$ cat src/rtl/rd_resp_pipe.sv
// Fixed-depth shift pipeline carrying read responses; valid and payload
// travel together so responses leave in issue order.
module rd_resp_pipe #(
   parameter int DEPTH = 2,
   parameter int WIDTH = 8
) (
   input  logic             clk,
   input  logic             rst,
   input  logic             in_valid,
   input  logic [WIDTH-1:0] in_data,
   output logic             out_valid,
   output logic [WIDTH-1:0] out_data
);

   genvar gi;
   generate
      for (gi = 0; gi < DEPTH; gi++) begin : stage
         logic             valid_reg;
         logic [WIDTH-1:0] data_reg;
         logic             valid_next;
         logic [WIDTH-1:0] data_next;

         if (gi == 0) begin : g_head
            assign valid_next = in_valid;
            assign data_next  = in_data;
         end else begin : g_link
            assign valid_next = stage[gi-1].valid_reg;
            assign data_next  = stage[gi-1].data_reg;
         end

         always_ff @(posedge clk or posedge rst) begin
            if (rst) begin
               valid_reg <= 1'b0;
               data_reg  <= '0;
            end else begin
               valid_reg <= valid_next;
               data_reg  <= data_next;
            end
         end
      end
   endgenerate

   assign out_valid = stage[DEPTH-1].valid_reg;
   assign out_data  = stage[DEPTH-1].data_reg;

endmodule

$ cat config.mk
export PLATFORM = sky130hd
export DESIGN_NAME = rd_resp_pipe
export DESIGN_NICKNAME = d
export VERILOG_FILES = /design/src/rtl/rd_resp_pipe.sv
export SDC_FILE = /design/constraint.sdc
export NUM_CORES = 1
export LEC_CHECK = 0
export CAP_MARGIN = 30
export CORE_MARGIN = 2
export CORE_UTILIZATION = 33
export CTS_CLUSTER_SIZE = 25
export DETAILED_ROUTE_END_ITERATION = 7
export GPL_ROUTABILITY_DRIVEN = 0
export PLACE_DENSITY = 0.66
export SLEW_MARGIN = 30
export SYNTH_ARGS = -nofsm -noshare
export SYNTH_HDL_FRONTEND = slang
export SYNTH_SLANG_ARGS = --single-unit
$ cat constraint.sdc
create_clock -name clk -period 0.8 [get_ports clk]
set_clock_uncertainty 0.15 [all_clocks]
set_input_delay 0.16 -clock clk [delete_from_list [all_inputs] [get_ports clk]]
set_output_delay 0.16 -clock clk [all_outputs]
set_load 0.01 [all_outputs]
==> metrics <==
H-Tree Level Count 1; actual slew at the worst max-slew pin 97.4 ps; mapped cell area 454 µm²; All-Layer GR Usage 10.6%; Rows 13; Pre-antenna DRT Iters 4; Yosys top cell area share 99.2%; Post-Synth Simple-Gate Area 0%; FF-to-FF End out_data[0]$_DFF_PP0_; Worst setup SP type flip-flop; Post-CTS Setup Repair Bufs 0; die width 41.1 µm; routed len/inst 11.0 µm; crit path max fanout 1; clock tree from TritonCTS yes; Syn. warnings 0; # nets final 55; Yosys cell types 2; cell depth of the worst setup path 1; Tcrit/Tclk final 139%; core area 1300 µm²; Hold Path Class in -> async; Net Sw Frac 19.2%; CTS Hold Buffers Added 0; Yosys top cell by area dfrtp_1; Fillers 111; P_sw 310 µW; xor/xnor share of the synthesized area 0%; ANT nets after route 0; #MultiIn Comb 0; internal power 1300 µW; vias post-DR 223; Buf/Inv on CP 1; initial antenna violation count 0; Seq cells post-synth 18; CTS Root Cell clkbuf_4; syn nets 30; number of port buffers 19; initial DRC count 6; Hold Vio Cnt, Final 0; P_leak 0.000322 µW; Critical Path Source out_data[7]$_DFF_PP0_; synth top area cells dfrtp_1 99%, inv_1 0.83%; Via density 3.84; Fin Setup TNS -2650 ps; CP required 490 ps; Post-Synthesis Cells 19; pin count of the biggest net entering global routing 19; RSZ-0062 raised after global routing yes; gr ovfl total 0; clock share of power 33.0%; area of the multi-input gates 0 µm²; outcome finished with violations; layout cells sized above 1 32.6%; main combinational cell family by area after synthesis buffers and inverters; R2R Path Start stage[0].data_reg[0]$_DFF_PP0_; Setup CP Type reg -> out; Critical-path top delay cell dfrtp_1; VDD IR max 1040 µV; Routed Wire Length 638 µm; Most Crowded Layer GR met2; slew margin rel. 93.5%; mux cell area share after synthesis 0%; met3 GRT Util 3.26%; M1 GR Usage 10.6%; Area Growth Syn to Fin 49.9%; reg2reg path depth 0; antenna cells 0; total power 1610 µW; PD cells 2370 nW/µm²; Seq/Total Area, Yosys 99.2%; Clock transition at path regs 90 ps; Die Ht 41.1 µm; first-pass GRT wire length 993 µm; crit-path cells buf_6; final setup fails 9; die area 1690 µm²; compound-gate portion of the synthesized area 0%; clk sinks 18; DRC 0; Max Cap Viol 0; vias in the first global route 235; Max clock buf depth 2; Max Fclk 900 MHz; crit-path max cell delay 390 ps; Final Max Tran Viols 0; Final WS setup -311 ps; Skew-Pair Late Insertion Delay 280 ps; CP delay by family, top flip-flops; Comb pwr share 7.1%; number of I/O pins 20; violated checks negative setup slack; Seq pwr share 60.0%; crit path time final 1110 ps; initial core utilization 34.9%; Critical Path AT 800 ps; Setup crit end kind output port; GRT met2 Usage 16.0%; pre-CTS WS -371 ps; CTS Buf Count 3; R2R setup slack 170 ps; adder-cell share of the synthesized area 0%; Setup crit end out_data[7]; Post-Syn Area per Cell 23.9 µm²
-- logic make-up after synthesis --
| family | Yosys count |
|---|---|
| flip-flops | 18 |
| buffers and inverters | 1 |
-- worst min-delay path by stage --
stage / from / to / slack, ps / cells past startpoint
floorplan: rst / out_data[0]$_DFF_PP0_ / -50 / 1
global placement: stage[0].data_reg[2]$_DFF_PP0_ / out_data[2]$_DFF_PP0_ / 180 / 0
detailed placement: stage[0].data_reg[6]$_DFF_PP0_ / out_data[6]$_DFF_PP0_ / 190 / 0
CTS: rst / out_data[1]$_DFF_PP0_ / 20 / 3
global route: rst / out_data[1]$_DFF_PP0_ / 50 / 3
finish: rst / out_data[1]$_DFF_PP0_ / 30 / 3
-- final cells by class --
type / count / area [µm²] / area share (%)
flip-flops and latches: 18 / 450 / 66.2
repair buffers: 20 / 171 / 25.2
well taps: 15 / 18.8 / 2.76
inverters: 1 / 3.75 / 0.551
clock buffers: 4 / 36.3 / 5.33
-- power by group through the flow --
stage	Combinational (µW)	Clock [µW]	Sequential, µW
after floorplan	13.7	0	995
after global placement	134	0	982
final	114	531	966
after CTS	113	561	967
after detailed placement	135	0	986
after global routing	126	598	972
-- cells in the final DEF, fill, tap and decap left out, drive strengths merged --
master,instances
dfrtp,18
buf,10
clkbuf,4
inv,1
clkdlybuf4s50,10
-- what timing repair did --
action / CTS / global route
cloned: 0 / 0
gates resized for setup: 36 / 1
hold endpoints to repair: 0 / 0
setup endpoints to repair: 9 / 9
-- stage by stage --
stage                     instances  hold WS [ps]  area [µm²]  utilization [%]
after floorplan                  19         -51.4         454                -
after global placement           54           184         683             52.5
after detailed placement         54           187         683             52.5
after CTS                        58          22.0         674             51.8
after global routing             58          53.9         681             52.3
final                            58          30.3         681             52.3
-- cell usage after synthesis --
| cell type | n |
|---|---|
| dfrtp_1 | 18 |
| inv_1 | 1 |
-- per-layer routing --
metal / part of all wire [%] / routed length [µm]
met5: 0 / 0
met4: 0.63 / 4
met3: 7.5 / 48
met2: 54 / 346
met1: 37 / 237
No activity file was read; power rests on OpenSTA's default activity.
